$ cat config.mk
export PLATFORM = sky130hd
export DESIGN_NAME = custom_ahb_param_decoder
export DESIGN_NICKNAME = d
export VERILOG_FILES = /design/src/rtl/custom_ahb_pkg.sv /design/src/rtl/custom_ahb_param_default_slave.sv /design/src/rtl/custom_ahb_param_decoder.sv
export SDC_FILE = /design/constraint.sdc
export NUM_CORES = 1
export LEC_CHECK = 0
export CORE_AREA = 2 2 96 98
export DETAILED_ROUTE_END_ITERATION = 8
export DIE_AREA = 0 0 98 100
export PLACE_DENSITY = 0.73
export REMOVE_ABC_BUFFERS = 1
export SETUP_SLACK_MARGIN = 0.2
export SYNTH_ARGS = -nofsm -noshare
export SYNTH_HDL_FRONTEND = slang
export SYNTH_SLANG_ARGS = --single-unit
$ cat constraint.sdc
create_clock -name HCLK -period 2.6 [get_ports HCLK]
set_input_delay 0.52 -clock HCLK [delete_from_list [all_inputs] [get_ports HCLK]]
set_output_delay 0.52 -clock HCLK [all_outputs]
set_load 0.01 [all_outputs]
$ cat src/rtl/custom_ahb_pkg.sv
// Shared encodings for the custom AHB bus-matrix decoder:
// HTRANS / HRESP codes, default-slave state type and a transfer qualifier.
package custom_ahb_pkg;

    // HTRANS encodings
    localparam logic [1:0] HTRANS_IDLE   = 2'b00;
    localparam logic [1:0] HTRANS_BUSY   = 2'b01;
    localparam logic [1:0] HTRANS_NONSEQ = 2'b10;
    localparam logic [1:0] HTRANS_SEQ    = 2'b11;

    // HRESP encodings
    localparam logic [1:0] HRESP_OKAY  = 2'b00;
    localparam logic [1:0] HRESP_ERROR = 2'b01;

    // Default (ERROR) slave states
    typedef enum logic [1:0] {
        DS_IDLE = 2'b00,
        DS_ERR1 = 2'b01,
        DS_ERR2 = 2'b10
    } dft_state_e;

    // True for transfers that carry data (NONSEQ/SEQ); IDLE/BUSY get a
    // zero-wait OKAY from any slave, including the default one.
    function automatic logic trans_is_xfer(input logic [1:0] trans);
        logic xfer;
        case (trans)
            HTRANS_IDLE,
            HTRANS_BUSY:   xfer = 1'b0;
            HTRANS_NONSEQ,
            HTRANS_SEQ:    xfer = 1'b1;
            default:       xfer = 1'b0;
        endcase
        return xfer;
    endfunction

endpackage

$ cat src/rtl/custom_ahb_param_default_slave.sv
// Two-cycle ERROR default slave for unmapped accesses.
// Optional macro CUSTOM_DEC_ERR_CAPTURE_EN adds the err_start strobe that
// marks every entry into ERR1 (new error accepted).
module custom_ahb_param_default_slave
    import custom_ahb_pkg::*;
(
    input  logic       HCLK,
    input  logic       HRESET,
    input  logic       hsel,
    input  logic       ready_in,
    input  logic [1:0] trans,
    output logic       ready,
    output logic [1:0] resp
`ifdef CUSTOM_DEC_ERR_CAPTURE_EN
    ,
    output logic       err_start
`endif
);

    dft_state_e state;
    dft_state_e state_next;
    logic       qualify;

    assign qualify = hsel && ready_in && trans_is_xfer(trans);

    // State register; synchronous reset abandons any error in flight.
    always_ff @(posedge HCLK) begin
        if (HRESET) state <= DS_IDLE;
        else        state <= state_next;
    end

    // Next-state and Moore outputs. ERR1 always advances (it is the wait
    // cycle the slave itself inserts); ERR2 holds while the bus stalls.
    always_comb begin
        state_next = state;
        ready      = 1'b1;
        resp       = HRESP_OKAY;
        case (state)
            DS_IDLE: begin
                if (qualify) state_next = DS_ERR1;
            end
            DS_ERR1: begin
                ready      = 1'b0;
                resp       = HRESP_ERROR;
                state_next = DS_ERR2;
            end
            DS_ERR2: begin
                resp = HRESP_ERROR;
                if (qualify)       state_next = DS_ERR1;
                else if (ready_in) state_next = DS_IDLE;
            end
            default: state_next = DS_IDLE;
        endcase
    end

`ifdef CUSTOM_DEC_ERR_CAPTURE_EN
    assign err_start = (state_next == DS_ERR1) && (state != DS_ERR1);
`endif

endmodule

$ cat src/rtl/custom_ahb_param_decoder.sv
// Parametrised per-input-port address decoder for the custom AHB matrix.
// Decodes the address phase onto NUM_PORTS outputs (lowest index wins on
// overlap, idle bus parks on the current data-phase port), routes unmapped
// accesses to an integrated ERROR slave, and muxes the data-phase response
// back from the selected output.
// Optional macro CUSTOM_DEC_ERR_CAPTURE_EN adds the decode-error capture unit
// (err_valid / err_addr / err_count).
module custom_ahb_param_decoder
    import custom_ahb_pkg::*;
#(
    parameter int                      NUM_PORTS    = 5,
    parameter logic [22*NUM_PORTS-1:0] REGION_BASE  = '0,
    parameter logic [22*NUM_PORTS-1:0] REGION_LIMIT = '0
) (
    input  logic                     HCLK,
    input  logic                     HRESET,
    input  logic                     HREADYS,
    input  logic                     sel_dec,
    input  logic [31:10]             decode_addr_dec,
    input  logic [1:0]               trans_dec,
    input  logic [NUM_PORTS-1:0]     active_dec_i,
    input  logic [NUM_PORTS-1:0]     readyout_dec_i,
    input  logic [2*NUM_PORTS-1:0]   resp_dec_i,
    input  logic [32*NUM_PORTS-1:0]  rdata_dec_i,
    output logic [NUM_PORTS-1:0]     sel_dec_o,
    output logic                     active_dec,
    output logic                     HREADYOUTS,
    output logic [1:0]               HRESPS,
    output logic [31:0]              HRDATAS
`ifdef CUSTOM_DEC_ERR_CAPTURE_EN
    ,
    output logic                     err_valid,
    output logic [21:0]              err_addr,
    output logic [15:0]              err_count
`endif
);

    // Port index width covers the extra default-slave index DFT.
    localparam int            DW  = $clog2(NUM_PORTS + 1);
    localparam logic [DW-1:0] DFT = DW'(NUM_PORTS);

    logic [DW-1:0]        addr_port;
    logic [DW-1:0]        data_port;
    logic [NUM_PORTS-1:0] hit;
    logic                 idle_bus;
    logic                 dft_sel;
    logic                 dft_ready;
    logic [1:0]           dft_resp;
`ifdef CUSTOM_DEC_ERR_CAPTURE_EN
    logic                 err_start;
`endif

    assign idle_bus = (trans_dec == HTRANS_IDLE);

    // Per-port region compare plus idle parking on the current data port.
    for (genvar g = 0; g < NUM_PORTS; g++) begin : g_port
        logic [21:0] base;
        logic [21:0] limit;
        assign base  = REGION_BASE[22*g +: 22];
        assign limit = REGION_LIMIT[22*g +: 22];

        assign hit[g] = ((decode_addr_dec >= base) && (decode_addr_dec <= limit))
                      || (idle_bus && (data_port == DW'(g)));

        assign sel_dec_o[g] = sel_dec && (addr_port == DW'(g));
    end

    // Priority encode: scan downward so the lowest hitting index survives.
    always_comb begin
        addr_port = DFT;
        for (int i = NUM_PORTS - 1; i >= 0; i--) begin
            if (hit[i]) addr_port = DW'(i);
        end
    end

    assign dft_sel = sel_dec && (addr_port == DFT);

    // Active flag of the address-phase target; the default slave is always active.
    always_comb begin
        active_dec = 1'b1;
        for (int i = 0; i < NUM_PORTS; i++) begin
            if (addr_port == DW'(i)) active_dec = active_dec_i[i];
        end
    end

    // Data-phase port register; advances only when the current transfer completes.
    always_ff @(posedge HCLK) begin
        if (HRESET)       data_port <= DFT;
        else if (HREADYS) data_port <= addr_port;
    end

    // Data-phase response mux; default slave returns zero read data.
    always_comb begin
        HREADYOUTS = dft_ready;
        HRESPS     = dft_resp;
        HRDATAS    = '0;
        for (int i = 0; i < NUM_PORTS; i++) begin
            if (data_port == DW'(i)) begin
                HREADYOUTS = readyout_dec_i[i];
                HRESPS     = resp_dec_i[2*i +: 2];
                HRDATAS    = rdata_dec_i[32*i +: 32];
            end
        end
    end

    custom_ahb_param_default_slave u_dft (
        .HCLK      (HCLK),
        .HRESET    (HRESET),
        .hsel      (dft_sel),
        .ready_in  (HREADYS),
        .trans     (trans_dec),
        .ready     (dft_ready),
        .resp      (dft_resp)
`ifdef CUSTOM_DEC_ERR_CAPTURE_EN
        ,
        .err_start (err_start)
`endif
    );

`ifdef CUSTOM_DEC_ERR_CAPTURE_EN
    // Sticky capture of decode errors; the counter saturates rather than wraps.
    always_ff @(posedge HCLK) begin
        if (HRESET) begin
            err_valid <= 1'b0;
            err_addr  <= '0;
            err_count <= '0;
        end else if (err_start) begin
            err_valid <= 1'b1;
            err_addr  <= decode_addr_dec;
            if (err_count != 16'hFFFF) err_count <= err_count + 16'd1;
        end
    end
`endif

endmodule
== Yosys cells after proc, flatten, opt, wreduce, memory -nomap -nowiden ==
Cells that the tools add are included.

* Bits in registers: 5
* Bits of input ports: 208
* Output and inout port bits: 41
* Logic and storage cells: 79

* $lt $le $gt $ge: 2
* Equality and inequality tests: 16
* Muxes and demuxes: 32
* Reduce and logical (&&, ||, !) cells: 27

{| class="wikitable"
|+ Operators by type and width
! operator !! number
|-
| 2-to-1 mux 32 bit || 5
|-
| greater-or-equal comparator 22 x 1 -> 1 bit (second input constant) || 1
|-
| <= comparator 22 x 1 -> 1 bit (second input constant) || 1
|-
| 2-to-1 mux 2 bit || 8
|-
| logical AND 1 bit || 14
|-
| 2-to-1 mux 1 bit || 13
|-
| == test 3 x 2 -> 1 bit (second input constant) || 4
|-
| 2-to-1 mux 3 bit || 4
|-
| == test 3 bit (second input constant) || 3
|-
| == test 2 bit (second input constant) || 3
|-
| == test 3 x 1 -> 1 bit (second input constant) || 2
|-
| logical NOT 3 bit || 2
|-
| case mux 2 bit (3 select lines) || 1
|-
| OR reduction 2 bit || 3
|-
| logical OR 1 bit || 5
|-
| == test 2 x 1 -> 1 bit (second input constant) || 2
|-
| logical NOT 2 bit || 2
|-
| inequality test 3 x 2 -> 1 bit (second input constant) || 1
|-
| inequality test 2 x 1 -> 1 bit (second input constant) || 1
|-
| case mux 1 bit (2 select lines) || 1
|-
| AND reduction 2 bit || 1
|}

== Longest topological paths before layout ==
* Depth after elaboration: 14
* Gate-level depth with buffers: 7
* Mapped depth without buffers: 6

== Hierarchy ==
Synthesis repeated with hierarchy kept, for this count alone.

* Cell total of the unflattened synthesis: 247
* Area total of the unflattened synthesis: 1936.9 µm²

{| class="wikitable"
|+ By module, submodules not included
! module !! instances !! cells each !! area each (µm²) !! sequential area each (µm²)
|-
| custom_ahb_param_decoder || 1 || 225 || 1734.2 || 60.1
|-
| custom_ahb_param_default_slave || 1 || 22 || 202.7 || 40.0
|}

== Worst setup path before layout ==
Ideal clock, no wire load.

* Path type: in2out
* Start: input decode_addr_dec[15] in the netlist's numbering
* End: output active_dec
* Data arrival time: 1461 ps
* Data required time: 2080 ps
* Setup slack: 619 ps
* Stages: 4
* Path buffers: 0
* Cell sequence: nor4_1 > nand2_1 > o21a_1 > a22oi_1

* Word-level cells in the longest chain between the ends: 14
* Elaborated cells between the ends (all ways): 23
* Classes of those cells: order compare: 2; eq/ne: 4; mux: 10; reduce/logical: 7

{| class="wikitable"
|+ Ends and longest elaborated chain
! what !! RTL line !! RTL
|-
| start: declaration || custom_ahb_param_decoder.sv:19 || <nowiki>input logic [31:10] decode_addr_dec,</nowiki>
|-
| greater-or-equal comparator 22 x 1 -> 1 bit or <= comparator 22 x 1 -> 1 bit (tied branches) || custom_ahb_param_decoder.sv:62 || <nowiki>assign hit[g] = ((decode_addr_dec >= base) && (decode_addr_dec <= limit))</nowiki>
|-
| logical AND 1 bit * || custom_ahb_param_decoder.sv:62 ||
|-
| logical OR 1 bit || custom_ahb_param_decoder.sv:63 || <nowiki>|| (idle_bus && (data_port == DW'(g)));</nowiki>
|-
| 2-to-1 mux 1 bit || custom_ahb_param_decoder.sv:72 || <nowiki>if (hit[i]) addr_port = DW'(i);</nowiki>
|-
| 2-to-1 mux 3 bit (3 in a row) || custom_ahb_param_decoder.sv:72 ||
|-
| 2-to-1 mux 3 bit * || custom_ahb_param_decoder.sv:72 ||
|-
| logical NOT 3 bit || custom_ahb_param_decoder.sv:82 || <nowiki>if (addr_port == DW'(i)) active_dec = active_dec_i[i];</nowiki>
|-
| 2-to-1 mux 1 bit (4 in a row) || custom_ahb_param_decoder.sv:82 ||
|-
| 2-to-1 mux 1 bit * || custom_ahb_param_decoder.sv:82 ||
|-
| end: declaration || custom_ahb_param_decoder.sv:26 || <nowiki>output logic active_dec,</nowiki>
|}

Mark *: on every way between the ends. The rest lies on a longest branch, timed or not.

== Final worst setup path ==
* Start: input rdata_dec_i[115]
* End: output HRDATAS[19]

* Word-level cells in the longest chain between the ends: 2

{| class="wikitable"
|+ Ends and longest elaborated chain
! what !! RTL line !! RTL
|-
| start: declaration || custom_ahb_param_decoder.sv:24 || <nowiki>input logic [32*NUM_PORTS-1:0] rdata_dec_i,</nowiki>
|-
| 2-to-1 mux 32 bit (2 in a row) || custom_ahb_param_decoder.sv:98 || <nowiki>if (data_port == DW'(i)) begin</nowiki>
|-
| end: declaration || custom_ahb_param_decoder.sv:29 || <nowiki>output logic [31:0] HRDATAS</nowiki>
|}

Every way passes these cells.

==> flow_summary.toml <==
[clocking]
path_clk_slew_ns = 0.03
clkLatencyLatePin_ns = 0.23
cts-root-buf = "clkbuf_8"
cts_sinks = 5
numCtsBuffers = 3
cts_tree = "done"
clockBufferDepth = 2
cts_max_level = 1
cts_hold_buffers = 0

[outcome]
status = "finished clean"

[place]
dpl_cell_area_sq_mm = 0.00456
gp_routability_congestion = 0.882
dp_hpwl_microns = 8700
port-buffer-count = 248

[route]
dr.first_iter.drc_count = 63
drcViolationCount = 0
routed_wl_microns = 11400
dr.pass1.iters = 5
vias_per_cell = 4.99
routedWlPerCell_microns = 18.0
vias = 3168
ant_nets = 0

[logic_synthesis]
yosysUniqueCellTypes = 41
synth.yosys.seq_area_share = 0.0530
synth_compound_area_frac = 0.384
synth_xor_area_frac = 0
synthAdderAreaFrac = 0.0331
synth_top_family_by_area = "compound AO/OA/AOI/OAI gates"
syn_avg_cell_area_sq_um = 7.53
synthMuxAreaShare = 0.265
ys.warnings.count = 0
netlist_area_sq_mm = 0.00189
yosys.area_share.simple = 0.173
ys_ff_latch = 5
postSynthCellCount = 251

[critical_path]
r2r_end = "u_dft.state[1]"
required_ns = 2.08
reg2reg_depth = 6
critPathMaxFanout = 1
timing.rr.start = "u_dft.state[0]"
reg2reg_setup_slack_ns = 1.21
startpoint_type = "input pin"
cp-end-kind = "output port"
critical_path_class = "in2out"
crit_arrival_ns = 1.84

[finish]
num_antenna_cells = 0
syn_to_final_growth_pct = 158
finalNetCount = 738
drive_gt1_frac = 0.195
fillers = 834
final_common_cell = "clkdlybuf4s50_1"
final_cell_mix = "clkdlybuf4s50_1, buf_4, a21oi_1"
stdcell_area_sq_mm = 0.00488

[pwr]
power_density_mw_per_mm2 = 175
peakVddDrop_v = 0.000117
leakagePower_nw = 2.33
power_mw = 0.855

[global_routing]
grt_antenna_before_repair = 0
grt_pass1_vias = 3332
grtUsageTotal = 0.215
grt_max_degree = 35
grt_first_pass_wirelength_microns = 17000
grt_overflow = 0

[hold_path]
hold_path_class = "reg2reg"
worstHoldStart = "u_dft.state[1]"
hold_end = "u_dft.state[1]"
hold_depth = 2

[sta]
layout_min_cycle_time_ns = 2.36
fmax_mhz = 424
finalSetupViolCount = 0
hold_viol_final = 0
rsz0062_at_grt = "yes"
maxSlewViolCount = 0
max_slew_margin = 0.803
tightest_slew_ns = 0.292
timing.final.crit_share = 0.908
skew_ns = 0.000143

[die]
io_pins = 249
num_rows = 35
core_sq_mm = 0.00889
die-width_microns = 98
die_area_sq_mm = 0.00980
start_util = 0.213
fp.dieH_microns = 100

[job]
maxCapViolCount = 0
-- worst max-delay path, cell delays in order --
cell and delay, ns:
clkdlybuf4s50_1 0.40, mux4_2 0.46, a22o_1 0.18, dlygate4sd2_1 0.28
-- what timing repair did --
action | CTS | global route
pin swaps | 14 | 15
cloned | 1 | 2
setup endpoints to repair | 41 | 20
resized for setup | 101 | 46
buffers inserted | 20 | 3
-- synthesized netlist by cell type --
library cell | count | area (sq um)
dfxtp_1 | 5 | 100
nor4_1 | 2 | 12.5
nand2b_1 | 4 | 25.0
nand2_1 | 7 | 26.3
mux4_2 | 9 | 203
o21ai_1 | 1 | 5.00
or2_2 | 1 | 6.26
mux2_4 | 1 | 15.0
a22o_1 | 9 | 78.8
nor2_2 | 1 | 6.26
a21oi_1 | 30 | 150
buf_2 | 13 | 65.1
nand3_1 | 4 | 20.0
nor3_1 | 1 | 5.00
o211ai_1 | 3 | 22.5
buf_1 | 2 | 7.51
mux2_2 | 2 | 22.5
inv_1 | 8 | 30.0
nor4_4 | 1 | 21.3
a22oi_1 | 24 | 180
o21a_2 | 1 | 8.76
nor2b_1 | 2 | 12.5
buf_6 | 4 | 45.0
mux2i_1 | 26 | 260
o311ai_1 | 1 | 8.76
nor4_2 | 3 | 37.5
nand4_2 | 1 | 12.5
buf_4 | 1 | 7.51
o21ai_0 | 5 | 25.0
nor4b_1 | 1 | 8.76
and2_1 | 2 | 12.5
nor3b_1 | 2 | 15.0
o22a_1 | 2 | 17.5
a31oi_1 | 2 | 12.5
o32ai_2 | 1 | 16.3
nor2_1 | 28 | 105
o21a_1 | 3 | 22.5
o22ai_1 | 27 | 169
clkbuf_1 | 5 | 18.8
o311ai_0 | 1 | 8.76
ha_1 | 5 | 62.6
-- flip-flops by register name, summed over array words and instances (netlist names) --
| signal | cells |
|---|---|
| data_port | 3 |
| u_dft.state | 2 |
-- area by class of cell --
class	instances	area (sq um)	share of cell area
sequential	5	108	0.0221
timing repair buffer	294	2850	0.585
inverter	8	30.0	0.00616
multi-input combinational	213	1700	0.349
tap	111	139	0.0285
clock buffer	4	45.0	0.00923
-- metal layers --
layer | vias up | wire, microns | track usage
met5 | - | 0 | 0
met4 | 0 | 325 | 0.0662
met3 | 22 | 920 | 0.0522
met2 | 158 | 5750 | 0.397
met1 | 1456 | 4430 | 0.244
li1 | 1532 | - | -
-- power breakdown --
| part | leakage, nW | internal (mW) | switching (mW) |
|---|---|---|---|
| registers | 0.0414 | 0.0870 | 0.0135 |
| clock network | 0.0228 | 0.106 | 0.0427 |
| logic | 2.26 | 0.412 | 0.194 |
| total | 2.33 | 0.605 | 0.250 |
-- cells by family after synthesis --
group,after synthesis
and+or+nand+nor,60
adders and majority gates,5
buffers and inverters,33
DFF,5
AOI/OAI and AO/OA,110
muxes,38
-- worst max path at each step --
stage | to | startpoint | depth (start not counted)
4_1_cts | HREADYOUTS | readyout_dec_i[0] | 6
2_1_floorplan | HREADYOUTS | data_port[0] | 4
5_1_grt | HREADYOUTS | data_port[0] | 6
3_3_place_gp | active_dec | decode_addr_dec[10] | 6
6_report | HRDATAS[19] | rdata_dec_i[115] | 4
3_5_place_dp | active_dec | decode_addr_dec[24] | 6
-- stage by stage --
stage | utilization | hold WS [ns] | worst slack, ns | setup TNS (ns) | instances
3_5_place_dp | 0.513 | 0.500 | -0.331 | -2.08 | 605
3_3_place_gp | 0.513 | 0.480 | -0.306 | -1.88 | 605
4_1_cts | 0.538 | 0.510 | 0.160 | 0 | 630
6_report | 0.549 | 0.511 | 0.240 | 0 | 635
5_1_grt | 0.549 | 0.575 | 0.183 | 0 | 635
2_1_floorplan | - | 0.468 | -0.955 | -33.87 | 226
Power figures use the tool's default switching activity.
